### src/rtl/alu_seq_ctrl_if.sv
// Host-side interface of the ALU sequencer.
// Carries the host's run/load/abort requests and run parameters toward the
// sequencer, and the accumulator, flags and status back to the host.
//   master : host / control FSM (drives requests, observes status)
//   slave  : alu_seq_ctrl (consumes requests, drives status)
// Signals:
//   start, load_acc, abort   request strobes
//   opr[2:0], operand[7:0]   ALU opcode and B operand
//   count[CNT_W-1:0]         iteration count N
//   acc[7:0], flags[3:0]     accumulator and last-iteration flags {V,C,N,Z}
//   sticky_cv[1:0]           {V,C} ORed over the current run
//   busy, done               status / end-of-run pulse
`timescale 1ns/1ps

interface alu_seq_ctrl_if #(
  parameter int CNT_W = 4
);
  logic             start;
  logic             load_acc;
  logic             abort;
  logic [2:0]       opr;
  logic [7:0]       operand;
  logic [CNT_W-1:0] count;
  logic [7:0]       acc;
  logic [3:0]       flags;
  logic [1:0]       sticky_cv;
  logic             busy;
  logic             done;

  modport master (
    output start, load_acc, abort, opr, operand, count,
    input  acc, flags, sticky_cv, busy, done
  );

  modport slave (
    input  start, load_acc, abort, opr, operand, count,
    output acc, flags, sticky_cv, busy, done
  );
endinterface

### src/rtl/alu_seq_ctrl.sv
// Multi-cycle sequencer around an external 8-bit combinational ALU.
// Owns the accumulator (ALU A) and an operand register (ALU B) and applies
// one latched opcode N times per start/done handshake: repeated add, multi-bit
// shifts, iterated subtract and so on.
// Ports:
//   clock, nreset   rising-edge clock, asynchronous active-low reset
//   host            alu_seq_ctrl_if.slave: requests in, acc/flags/status out
//   alu_a, alu_b    ALU operands (accumulator, operand register)
//   alu_opr         ALU opcode (latched opcode register)
//   alu_r           ALU result
//   alu_flags       ALU flags {V,C,N,Z}
`timescale 1ns/1ps

module alu_seq_ctrl #(
  parameter int CNT_W = 4
) (
  input  logic               clock,
  input  logic               nreset,
  alu_seq_ctrl_if.slave      host,
  output logic [7:0]         alu_a,
  output logic [7:0]         alu_b,
  output logic [2:0]         alu_opr,
  input  logic [7:0]         alu_r,
  input  logic [3:0]         alu_flags
);

  localparam logic [1:0] S_IDLE = 2'd0;
  localparam logic [1:0] S_EXEC = 2'd1;
  localparam logic [1:0] S_DONE = 2'd2;

  localparam logic [CNT_W-1:0] CNT_ONE = CNT_W'(1);

  logic [1:0]       state;
  logic [7:0]       acc_q;
  logic [7:0]       opnd_q;
  logic [2:0]       opr_q;
  logic [CNT_W-1:0] cnt_q;
  logic [3:0]       flags_q;
  logic [1:0]       sticky_q;

  // NOTE: all state below is updated with non-blocking assignments so every
  // register samples the values from before the edge, including alu_r, which
  // is itself a function of acc_q.
  always_ff @(posedge clock or negedge nreset) begin
    if (!nreset) begin
      state    <= S_IDLE;
      acc_q    <= '0;
      opnd_q   <= '0;
      opr_q    <= '0;
      cnt_q    <= '0;
      flags_q  <= '0;
      sticky_q <= '0;
    end else begin
      case (state)
        S_IDLE: begin
          // load_acc outranks start; a start seen together with it is dropped.
          if (host.load_acc) begin
            acc_q  <= host.operand;
            opnd_q <= host.operand;
          end else if (host.start) begin
            opr_q    <= host.opr;
            opnd_q   <= host.operand;
            sticky_q <= '0;
            cnt_q    <= host.count;
            // A zero-length run still completes the handshake via DONE.
            state    <= (host.count != '0) ? S_EXEC : S_DONE;
          end
        end

        S_EXEC: begin
          // Abort leaves acc/flags at the last completed iteration, and wins
          // over the final iteration when both land on the same edge.
          if (host.abort) begin
            state <= S_IDLE;
          end else begin
            acc_q    <= alu_r;
            flags_q  <= alu_flags;
            sticky_q <= sticky_q | alu_flags[3:2];
            cnt_q    <= cnt_q - CNT_ONE;
            if (cnt_q == CNT_ONE) state <= S_DONE;
          end
        end

        S_DONE: state <= S_IDLE;

        // NOTE: the unused encoding recovers to IDLE rather than locking up.
        default: state <= S_IDLE;
      endcase
    end
  end

  // ALU inputs come straight from registers so they never glitch with host
  // inputs while the ALU is settling.
  assign alu_a          = acc_q;
  assign alu_b          = opnd_q;
  assign alu_opr        = opr_q;

  assign host.acc       = acc_q;
  assign host.flags     = flags_q;
  assign host.sticky_cv = sticky_q;
  assign host.busy      = (state != S_IDLE);
  assign host.done      = (state == S_DONE);

endmodule

### src/flat_wrapper.sv
// flat-port wrapper written by rule: the top's interface ports become plain ports
module alu_seq_ctrl_flat 
#(
  parameter int CNT_W = 4
)
  (clock, nreset, alu_a, alu_b, alu_opr, alu_r, alu_flags, host_start, host_load_acc, host_abort, host_opr, host_operand, host_count, host_acc, host_flags, host_sticky_cv, host_busy, host_done);
  alu_seq_ctrl_if #(.CNT_W(CNT_W)) host_i ();
  input  logic clock;
  input  logic nreset;
  output logic [7:0] alu_a;
  output logic [7:0] alu_b;
  output logic [2:0] alu_opr;
  input  logic [7:0] alu_r;
  input  logic [3:0] alu_flags;
  input wire logic [$bits(host_i.start)-1:0] host_start;
  input wire logic [$bits(host_i.load_acc)-1:0] host_load_acc;
  input wire logic [$bits(host_i.abort)-1:0] host_abort;
  input wire logic [$bits(host_i.opr)-1:0] host_opr;
  input wire logic [$bits(host_i.operand)-1:0] host_operand;
  input wire logic [$bits(host_i.count)-1:0] host_count;
  output wire logic [$bits(host_i.acc)-1:0] host_acc;
  output wire logic [$bits(host_i.flags)-1:0] host_flags;
  output wire logic [$bits(host_i.sticky_cv)-1:0] host_sticky_cv;
  output wire logic [$bits(host_i.busy)-1:0] host_busy;
  output wire logic [$bits(host_i.done)-1:0] host_done;
  assign host_i.start = host_start;
  assign host_i.load_acc = host_load_acc;
  assign host_i.abort = host_abort;
  assign host_i.opr = host_opr;
  assign host_i.operand = host_operand;
  assign host_i.count = host_count;
  assign host_acc = host_i.acc;
  assign host_flags = host_i.flags;
  assign host_sticky_cv = host_i.sticky_cv;
  assign host_busy = host_i.busy;
  assign host_done = host_i.done;
  alu_seq_ctrl #(.CNT_W(CNT_W)) u_core (.clock(clock), .nreset(nreset), .host(host_i), .alu_a(alu_a), .alu_b(alu_b), .alu_opr(alu_opr), .alu_r(alu_r), .alu_flags(alu_flags));
endmodule
### config.mk
export PLATFORM = sky130hd
export DESIGN_NAME = alu_seq_ctrl_flat
export DESIGN_NICKNAME = d
export VERILOG_FILES = /design/src/rtl/alu_seq_ctrl_if.sv /design/src/rtl/alu_seq_ctrl.sv /design/src/flat_wrapper.sv
export SDC_FILE = /design/constraint.sdc
export NUM_CORES = 1
export LEC_CHECK = 0
export ABC_CLOCK_PERIOD_IN_PS = 1400
export CORE_ASPECT_RATIO = 2
export CORE_UTILIZATION = 58
export CTS_BUF_LIST = sky130_fd_sc_hd__clkbuf_4 sky130_fd_sc_hd__clkbuf_8
export DETAILED_ROUTE_END_ITERATION = 12
export DONT_BUFFER_PORTS = 1
export GPL_TIMING_DRIVEN = 1
export PLACE_DENSITY = 0.76
export SYNTH_ARGS = -nofsm -noshare
export SYNTH_HDL_FRONTEND = slang
export SYNTH_SLANG_ARGS = --single-unit
### constraint.sdc
create_clock -name clock -period 1.4 [get_ports clock]
set_input_delay 0.14 -clock clock [delete_from_list [all_inputs] [get_ports clock]]
set_output_delay 0.14 -clock clock [all_outputs]
set_load 0.1 [all_outputs]
==> impl_metrics.yaml <==
outcome:
  outcome: "finished, violations left"
  violations: "negative setup slack"
route:
  drt_wl_total_mm: 6.36
  vias: 1416
  drt_pass1_iterations: 4
  wl_per_cell_um: 30.7
  vias_per_cell: 6.84
  final_antenna_net_count: 0
  first_iter_violations: 111
  drc: 0
yosys:
  synthCells: 126
  syn_avg_cell_area_um2: 12.3
  netlist_area_um2: 1550
  synth_edf_count: 0
  syn_nets: 160
  yosysUniqueCellTypes: 32
  synth_ff_type: "dfrtp_1"
  ys_seq_area_share_pct: 50.1
  async_reset_ff_share_pct: 100
  postSynthRegisterBits: 31
  synth_warnings: 0
timing:
  period_minus_slack_ns: 1.55
  fin_crit_sh_pct: 111
  fin_ws_ns: -0.148
  hold_viol_final: 0
  worst_pin_slew_ns: 0.667
  grt_setup_unrepaired: "yes"
  final.setup.tns_ns: -3.29
  max_slew_margin_pct: 54.9
  finalClockSkew_ns: 0.00550
  slew_violations: 0
  setup_viol: 32
  fmax_mhz: 646
placed_design:
  placed_area_um2: 1950
  io_buffers: 0
  routabilityCongestion: 0.728
  hpwl_mm: 2.59
clock_tree:
  cts_tree: "built"
  clk_pin_slew_worst_paths_ns: 0.07
  h-tree-depth: 2
  clk_path_buf_depth: 2
  cts-root-buf: "clkbuf_8"
  clk_latency_ns: 0.28
  numCtsBuffers: 5
  cts.sinks: 31
global_route:
  grt_util_all_layers_pct: 32.7
  busiest_layer: "met2"
  met3_usage_pct: 10.3
  grt_pass1_vias: 1330
  antenna_found_initial: 0
  grt_max_degree: 32
  grtUsageMet2_pct: 59.4
  use_met1_pct: 33.1
  grt_pass1_wl_mm: 6.34
  grt_overflow: 0
final_layout:
  final_area_um2: 2420
  nNetsFinal: 212
  area_delta_synth_final_pct: 56.5
  num_antenna_cells: 0
  drive_above_1_share_pct: 60.9
floorplan:
  io_pins: 67
  coreArea_um2: 2540
  fp.dieW_um: 38.5
  die-area_um2: 2890
  die_y_um: 75.1
  rows: 26
  start_util_pct: 61.0
worst_setup_path:
  required_ns: 1.57
  endpoint_kind: "flip-flop"
  cp_max_fo: 8
  cp_data_arrival_time_ns: 1.71
  path_class: "flip-flop to flip-flop"
  cp-start-kind: "flip-flop"
min_path:
  hp-class: "primary input to flip-flop"
flow_run:
  cap_violations: 0
## kinds of logic after synthesis
logic type / share of synthesized area [%]
mux: 20.4
compound gates: 7.43
fa+ha+maj: 1.62
simple gates: 13.4
buf+inv: 7.11
flops: 50.1
## layout make-up
cell class	count	area, um2
multi-input cells	78	818
flip-flops and latches	31	790
repair buffers	59	678
fillers	63	114
clock buffers	7	83.8
well taps	28	35.0
inverters	3	13.8
clock inverters	1	5.00
## worst max-delay path, cell delays in order (launching register included)
cell,delay (ns)
dfrtp_2,0.47
nor2b_4,0.19
buf_8,0.16
mux2_4,0.34
mux2_4,0.27
## stage by stage
stage / utilization (%) / std cells / setup WS [ns] / hold slack (ns)
after global placement: 76.8 / 180 / -0.0834 / -0.155
after floorplan: - / 126 / -0.0181 / -0.156
after detailed placement: 76.8 / 180 / -0.155 / -0.155
final: 95.5 / 207 / -0.148 / 0.00534
after CTS: 89.3 / 196 / -0.0474 / 0.00326
after global routing: 95.5 / 207 / -0.157 / -0.00595
## synthesized netlist by cell type, drive strengths merged (2+ instances only)
master	number	area [um2]
o2bb2ai	2	17.5
dfrtp	31	776
a21oi	5	25.0
o22ai	3	18.8
nand2b	2	12.5
nor4b	2	32.5
nor2	5	26.3
mux2	28	315
nand2	10	37.5
a22oi	2	15.0
ha	2	25.0
clkbuf	2	7.51
buf	12	91.3
nor3b	4	35.0
inv	3	11.3
nand3	2	10.0
## registers in the layout (all words and copies together), names as in the netlist
name and flops:
u_core.alu_b 8, u_core.alu_opr 3, u_core.host.sticky_cv 2, u_core.cnt_q 4, u_core.host.flags 4, u_core.alu_a 8
u_core.state 2
## worst paths after layout
check / from / depth (start not counted) / slack (ns) / end
setup / recovery: u_core.state[0] / 4 / -0.15 / u_core.alu_a[6]
hold / removal: alu_flags[0] / 1 / 0.005 / u_core.host.flags[0]
setup reg to reg: u_core.state[0] / 4 / -0.15 / u_core.alu_a[6]
hold reg to reg: u_core.host.flags[3] / 1 / 0.53 / u_core.host.flags[3]
max in group asynchronous: nreset / 2 / 0.93 / u_core.alu_a[0]
min in group asynchronous: nreset / 2 / 0.30 / u_core.alu_a[5]
## repair_timing
action,4_1_cts,5_1_grt
hold buffers,5,10
resized for setup,41,13
hold endpoints to repair,34,10
pin swaps,4,4
setup endpoints to repair,31,31
buffers inserted,3,1
## placed cells by master (no fill, tap or decap), drive strengths merged, types with 2 or more instances in the layout
master       netlist  layout
nand2b             2       2
o22ai              3       3
ha                 2       2
o2bb2ai            2       2
clkbuf             2       7
nand2             10      10
mux2              28      28
a22oi              2       2
nor3b              4       4
inv                3       3
a21oi              5       5
nand3              2       2
nor4b              2       2
buf               12      45
dfrtp             31      31
nor2               5       5
dlygate4sd3        0      14
## metal layers
metal | vias up | part of all wire [%]
li1 | 543 | -
met1 | 692 | 30
met2 | 136 | 53
met3 | 45 | 9.1
met4 | 0 | 8.1
met5 | - | 0
Power is left out: the tool's default activity adds up to more than one toggle a clock period on the data nets, which glitch-free logic cannot reach.
